## src/rtl/fetch_sequencer.sv

```systemverilog
// fetch_sequencer: instruction-fetch controller. Owns the PC driving a
// combinational ROM and registers each fetched word into IF/ID. Sequences
// start, stall, branch/jump redirect with flush, and halt drain.
//
// Ports:
//   clk, reset (async, active-high)
//   start            - begin fetch from IDLE or HALTED
//   stall            - hold PC and IF/ID
//   redirect_valid   - taken branch/jump; redirect_dir 1=fwd, 0=back
//   redirect_base    - PC of branching instruction
//   redirect_offset  - displacement magnitude
//   pc               - ROM address (registered)
//   rom_inst         - ROM data for pc
//   if_inst, if_pc, if_valid - IF/ID register
//   halted           - fetch stopped
//   fetch_count, stall_count - perf counters
//
// Optional feature macro: FETCH_PERF_CNT_EN enables the saturating perf
// counters; without it both counter outputs are tied to zero.

module fetch_sequencer #(
   parameter int          PC_W      = 16,
   parameter int          INST_W    = 9,
   parameter int unsigned RESET_PC  = 1,
   parameter logic [4:0]  HALT_OP   = 5'b11010,
   parameter int          DRAIN_CYC = 3
) (
   input  logic              clk,
   input  logic              reset,
   input  logic              start,
   input  logic              stall,
   input  logic              redirect_valid,
   input  logic              redirect_dir,
   input  logic [PC_W-1:0]   redirect_base,
   input  logic [PC_W-1:0]   redirect_offset,
   output logic [PC_W-1:0]   pc,
   input  logic [INST_W-1:0] rom_inst,
   output logic [INST_W-1:0] if_inst,
   output logic [PC_W-1:0]   if_pc,
   output logic              if_valid,
   output logic              halted,
   output logic [15:0]       fetch_count,
   output logic [15:0]       stall_count
);

   localparam int DW = (DRAIN_CYC > 1) ? $clog2(DRAIN_CYC) : 1;
   localparam logic [DW-1:0]   D_LAST = DW'(DRAIN_CYC - 1);
   localparam logic [PC_W-1:0] RST_PC = PC_W'(RESET_PC);

   typedef enum logic [1:0] {
      S_IDLE,
      S_RUN,
      S_DRAIN,
      S_HALTED
   } state_t;

   state_t              state_q, state_d;
   logic [PC_W-1:0]     pc_q, pc_d;
   logic [INST_W-1:0]   inst_q, inst_d;
   logic [PC_W-1:0]     ipc_q, ipc_d;
   logic                valid_q, valid_d;
   logic                halted_q, halted_d;
   logic [DW-1:0]       dcnt_q, dcnt_d;

   logic [PC_W-1:0]     target;
   logic                is_halt;

   // Modulo 2^PC_W arithmetic; carries/borrows are dropped.
   assign target  = redirect_dir ? (redirect_base + redirect_offset)
                                 : (redirect_base - redirect_offset);
   assign is_halt = (rom_inst[INST_W-1 -: 5] == HALT_OP);

   always_comb begin
      state_d  = state_q;
      pc_d     = pc_q;
      inst_d   = inst_q;
      ipc_d    = ipc_q;
      valid_d  = valid_q;
      halted_d = halted_q;
      dcnt_d   = dcnt_q;
      unique case (state_q)
         S_IDLE: begin
            pc_d    = RST_PC;
            valid_d = 1'b0;
            if (start) state_d = S_RUN;
         end
         S_RUN: begin
            if (redirect_valid) begin
               pc_d    = target;
               valid_d = 1'b0;
            end else if (!stall) begin
               inst_d  = rom_inst;
               ipc_d   = pc_q;
               valid_d = 1'b1;
               // Halt word: stop advancing the PC and start draining.
               if (is_halt) begin
                  state_d = S_DRAIN;
                  dcnt_d  = '0;
               end else begin
                  pc_d = pc_q + PC_W'(1);
               end
            end
         end
         S_DRAIN: begin
            // A redirect here means the halt was on a wrong path.
            if (redirect_valid) begin
               pc_d    = target;
               valid_d = 1'b0;
               state_d = S_RUN;
            end else if (!stall) begin
               valid_d = 1'b0;
               if (dcnt_q == D_LAST) begin
                  state_d  = S_HALTED;
                  halted_d = 1'b1;
               end else begin
                  dcnt_d = dcnt_q + DW'(1);
               end
            end
         end
         S_HALTED: begin
            valid_d = 1'b0;
            if (start) begin
               pc_d     = RST_PC;
               state_d  = S_RUN;
               halted_d = 1'b0;
            end
         end
         default: state_d = S_IDLE;
      endcase
   end

   always_ff @(posedge clk or posedge reset) begin
      if (reset) begin
         state_q  <= S_IDLE;
         pc_q     <= RST_PC;
         inst_q   <= '0;
         ipc_q    <= '0;
         valid_q  <= 1'b0;
         halted_q <= 1'b0;
         dcnt_q   <= '0;
      end else begin
         state_q  <= state_d;
         pc_q     <= pc_d;
         inst_q   <= inst_d;
         ipc_q    <= ipc_d;
         valid_q  <= valid_d;
         halted_q <= halted_d;
         dcnt_q   <= dcnt_d;
      end
   end

   assign pc       = pc_q;
   assign if_inst  = inst_q;
   assign if_pc    = ipc_q;
   assign if_valid = valid_q;
   assign halted   = halted_q;

`ifdef FETCH_PERF_CNT_EN
   logic [15:0] fcnt_q, fcnt_d;
   logic [15:0] scnt_q, scnt_d;
   logic        run_or_drain;
   logic        fetch_go;
   logic        stall_hit;
   logic        start_go;

   assign run_or_drain = (state_q == S_RUN) || (state_q == S_DRAIN);
   assign fetch_go  = (state_q == S_RUN) && !redirect_valid && !stall;
   assign stall_hit = run_or_drain && stall && !redirect_valid;
   assign start_go  = start &&
                      ((state_q == S_IDLE) || (state_q == S_HALTED));

   always_comb begin
      fcnt_d = fcnt_q;
      scnt_d = scnt_q;
      if (start_go) begin
         fcnt_d = '0;
         scnt_d = '0;
      end else begin
         if (fetch_go && fcnt_q != 16'hFFFF) fcnt_d = fcnt_q + 16'd1;
         if (stall_hit && scnt_q != 16'hFFFF) scnt_d = scnt_q + 16'd1;
      end
   end

   always_ff @(posedge clk or posedge reset) begin
      if (reset) begin
         fcnt_q <= '0;
         scnt_q <= '0;
      end else begin
         fcnt_q <= fcnt_d;
         scnt_q <= scnt_d;
      end
   end

   assign fetch_count = fcnt_q;
   assign stall_count = scnt_q;
`else
   assign fetch_count = 16'd0;
   assign stall_count = 16'd0;
`endif

endmodule

```

## config.mk

```make
export PLATFORM = sky130hd
export DESIGN_NAME = fetch_sequencer
export DESIGN_NICKNAME = d
export VERILOG_FILES = /design/src/rtl/fetch_sequencer.sv
export SDC_FILE = /design/constraint.sdc
export NUM_CORES = 1
export LEC_CHECK = 0
export CORE_MARGIN = 4
export CORE_UTILIZATION = 40
export DETAILED_ROUTE_END_ITERATION = 8
export GPL_TIMING_DRIVEN = 0
export PLACE_DENSITY = 0.79
export SYNTH_ARGS = -nofsm -noshare
export SYNTH_HDL_FRONTEND = slang
export SYNTH_SLANG_ARGS = --single-unit
```

## constraint.sdc

```tcl
create_clock -name clk -period 3.7 [get_ports clk]
set_input_delay 0.74 -clock clk [delete_from_list [all_inputs] [get_ports clk]]
set_output_delay 0.74 -clock clk [all_outputs]
set_load 0.03 [all_outputs]
```

==> impl_metrics.py <==
metrics = {
    "clocking": {
        "path_clk_slew_ps": 80,
        "cts_buffers": 5,
        "cts.root.buffer_cell": "clkbuf_8",
        "insertion_delay_ps": 300,
        "clock_sinks": 47,
        "clockBufferDepth": 2,
        "cts_hold_buffers": 0,
        "cts_tree": "built",
        "htree_levels": 2,
    },
    "route": {
        "antenna_left": 0,
        "vias": 3266,
        "routed_wl_um": 8920,
        "first_pass_iters": 5,
        "wl_per_cell_um": 14.0,
        "drc_errors": 0,
        "drt_iter0_drc": 118,
        "vias_per_cell": 5.12,
    },
    "timing": {
        "tightestPinTransition_ps": 1320,
        "period_minus_slack_ps": 3600,
        "hold_violations": 0,
        "slew_headroom": 0.110,
        "fin_ws_ps": 96.5,
        "hold_ws_ps": 508,
        "report.final.slew_viol_count": 0,
        "min_period_over_period": 0.974,
        "worst_clock_skew_ps": 8.31,
        "fmax_mhz": 278,
        "finalSetupViolations": 0,
    },
    "logic_synthesis": {
        "yosysTopAreaCell": "dfrtp_1",
        "synth_top_area_share": 0.309,
        "yosys_warnings": 0,
        "ys_seq_elements": 47,
        "yosysSeqAreaShare": 0.316,
        "avgSynthCellArea_sq_um": 9.31,
        "yosys-top-cells-area": "dfrtp_1, ha_1, mux2_2, buf_4, xor2_1",
        "syn_inst": 400,
        "synth_async_sr_flop_share": 1.00,
        "synth.distinct_cells": 65,
        "synthFlopType": "dfrtp_1",
        "synth.cell_area_sq_um": 3720,
        "synth_edf_count": 0,
    },
    "floorplanning": {
        "die_y_um": 104,
        "pin_count": 122,
        "rows": 34,
        "core_sq_um": 8890,
        "initial_core_util": 0.419,
        "dieArea_sq_um": 10900,
        "dieWidth_um": 104,
    },
    "place": {
        "gp_congestion": 0.909,
        "io_buffers": 88,
        "dpl_worst_slack_ps": -417,
        "hpwl_um": 7240,
    },
    "pwr": {
        "power_w": 0.00315,
        "total_leakage_power_nw": 2.29,
        "irDropWorstVdd_mv": 0.262,
        "power_density_nw_per_um2": 624,
    },
    "global_route": {
        "antenna_found_initial": 0,
        "met3_usage": 0.0242,
        "first_global_vias": 3119,
        "grt_max_degree": 35,
        "grt.busiest_layer": "met2",
        "grt_overflow": 0,
        "grt_use_met1": 0.203,
        "grtUsageTotal": 0.157,
        "grt_use_met2": 0.269,
        "grt_pass1_wl_um": 14500,
    },
    "min_path": {
        "hold_class": "reg -> reg",
        "min_path_cells": 1,
    },
    "layout": {
        "antenna_cells": 0,
        "drive_gt1_frac": 0.179,
        "n_fill_cell": 794,
        "fin_util": 0.567,
        "nets": 602,
        "syn2layout_area_growth_pct": 35.5,
    },
    "worst_setup_path": {
        "startpoint_type": "input port",
        "end_kind": "flop",
        "ff2ff_path_depth": 7,
        "crit_required_ps": 3880,
        "cp_max_fo": 6,
        "critical_path_class": "in -> reg",
        "cp.arrival_ps": 3780,
    },
    "run_status": {
        "outcome": "completed",
    },
    "job": {
        "maxCapViolCount": 0,
    },
}
## registers in the layout (all words and copies together) (netlist names)
signal    count
if_pc        16
pc           16
halted        1
state_q       2
if_inst       9
dcnt_q        2
if_valid      1
## cells in the final DEF (no fill, tap or decap), types with 3 or more instances in the layout
master | Yosys | routed
dfrtp_1 | 46 | 46
clkbuf_1 | 9 | 8
a21oi_2 | 0 | 3
and2_1 | 4 | 4
o21ai_1 | 15 | 15
nand3_1 | 10 | 10
xnor2_1 | 9 | 9
a21o_1 | 7 | 7
nand2b_1 | 5 | 5
nor3_1 | 4 | 4
and3_1 | 6 | 6
nand4_1 | 3 | 3
o31ai_1 | 4 | 3
conb_1 | 1 | 32
xor2_1 | 21 | 21
o21ai_0 | 15 | 15
a21oi_1 | 23 | 19
buf_4 | 32 | 34
nor2_1 | 34 | 33
clkdlybuf4s50_1 | 0 | 87
a22o_1 | 3 | 3
ha_1 | 25 | 23
nor2b_1 | 3 | 3
inv_1 | 13 | 12
clkbuf_8 | 1 | 7
a31oi_1 | 6 | 6
mux2_2 | 26 | 26
nand2_1 | 20 | 20
## routing by layer
metal,vias up,wire length [um]
li1,1639,-
met1,1488,3910
met2,133,4260
met3,6,663
met4,0,89
met5,-,0
## power breakdown
part	switching, W	total, W	internal (W)
registers	0.000203	0.000924	0.000722
logic	0.00108	0.00190	0.000824
clock network	0.000173	0.000326	0.000153
total	0.00145	0.00315	0.00170
## worst max-delay path: stages
cell and delay, ps:
clkdlybuf4s50_1 470, or4_4 600, nor2_2 140, nor2_1 60, xor2_1 150, ha_2 390
nand4_1 140, a21oi_2 180, o211ai_1 170, a41oi_1 270, xor2_1 120, a221o_1 370
## layout make-up
class	instances	area (sq um)	area share
multi-input combinational	325	2350	0.466
timing repair buffer	91	918	0.182
clock inverter	2	16.3	0.00322
buffer	45	314	0.0623
clock buffer	6	82.6	0.0164
sequential	47	1180	0.233
tap	108	135	0.0268
inverter	14	52.6	0.0104
## final timing paths
| check | from | to | slack [ps] |
|---|---|---|---|
| worst max-delay path | redirect_offset[0] | pc[13] | 100 |
| worst min-delay path | if_pc[5] | if_pc[5] | 510 |
| worst max register to register | state_q[1] | pc[8] | 1080 |
| worst min register to register | if_pc[5] | if_pc[5] | 510 |
| max in group asynchronous | reset | pc[10] | 2500 |
| min in group asynchronous | reset | if_inst[4] | 710 |
## kinds of logic (layout without fill, tap and decap cells)
family,count (synthesis),after routing,share of synthesized area
flops,47,47,0.316
compound gates,101,101,0.179
mux,29,29,0.0870
buf+inv,59,158,0.0981
fa+ha+maj,26,26,0.0894
other cells,1,32,0.00101
xor+xnor,31,31,0.0749
simple gates,106,106,0.154
## what timing repair did
action | 4_1_cts | 5_1_grt
endpoints found under the setup margin | 2 | 4
pin swaps | 0 | 6
resized for setup | 1 | 13
gates cloned | 0 | 0
buffers inserted | 0 | 2
## metrics by stage
stage,cells,area [sq um],setup TNS (ps)
floorplan,431,3840,0
global placement,627,4860,-1180
detailed placement,628,4880,-1520
CTS,636,4980,0
global route,638,5040,-51.1
finish,638,5040,0
## Yosys cell counts (7+ instances only)
| cell | n |
|---|---|
| nand2_1 | 20 |
| clkbuf_1 | 9 |
| xor2_1 | 21 |
| a21o_1 | 7 |
| dfrtp_1 | 46 |
| mux2_2 | 26 |
| buf_4 | 32 |
| ha_1 | 25 |
| nand3_1 | 10 |
| inv_1 | 13 |
| xnor2_1 | 9 |
| a21oi_1 | 23 |
| o21ai_0 | 15 |
| nor2_1 | 34 |
| o21ai_1 | 15 |
Power figures use the tool's default switching activity.
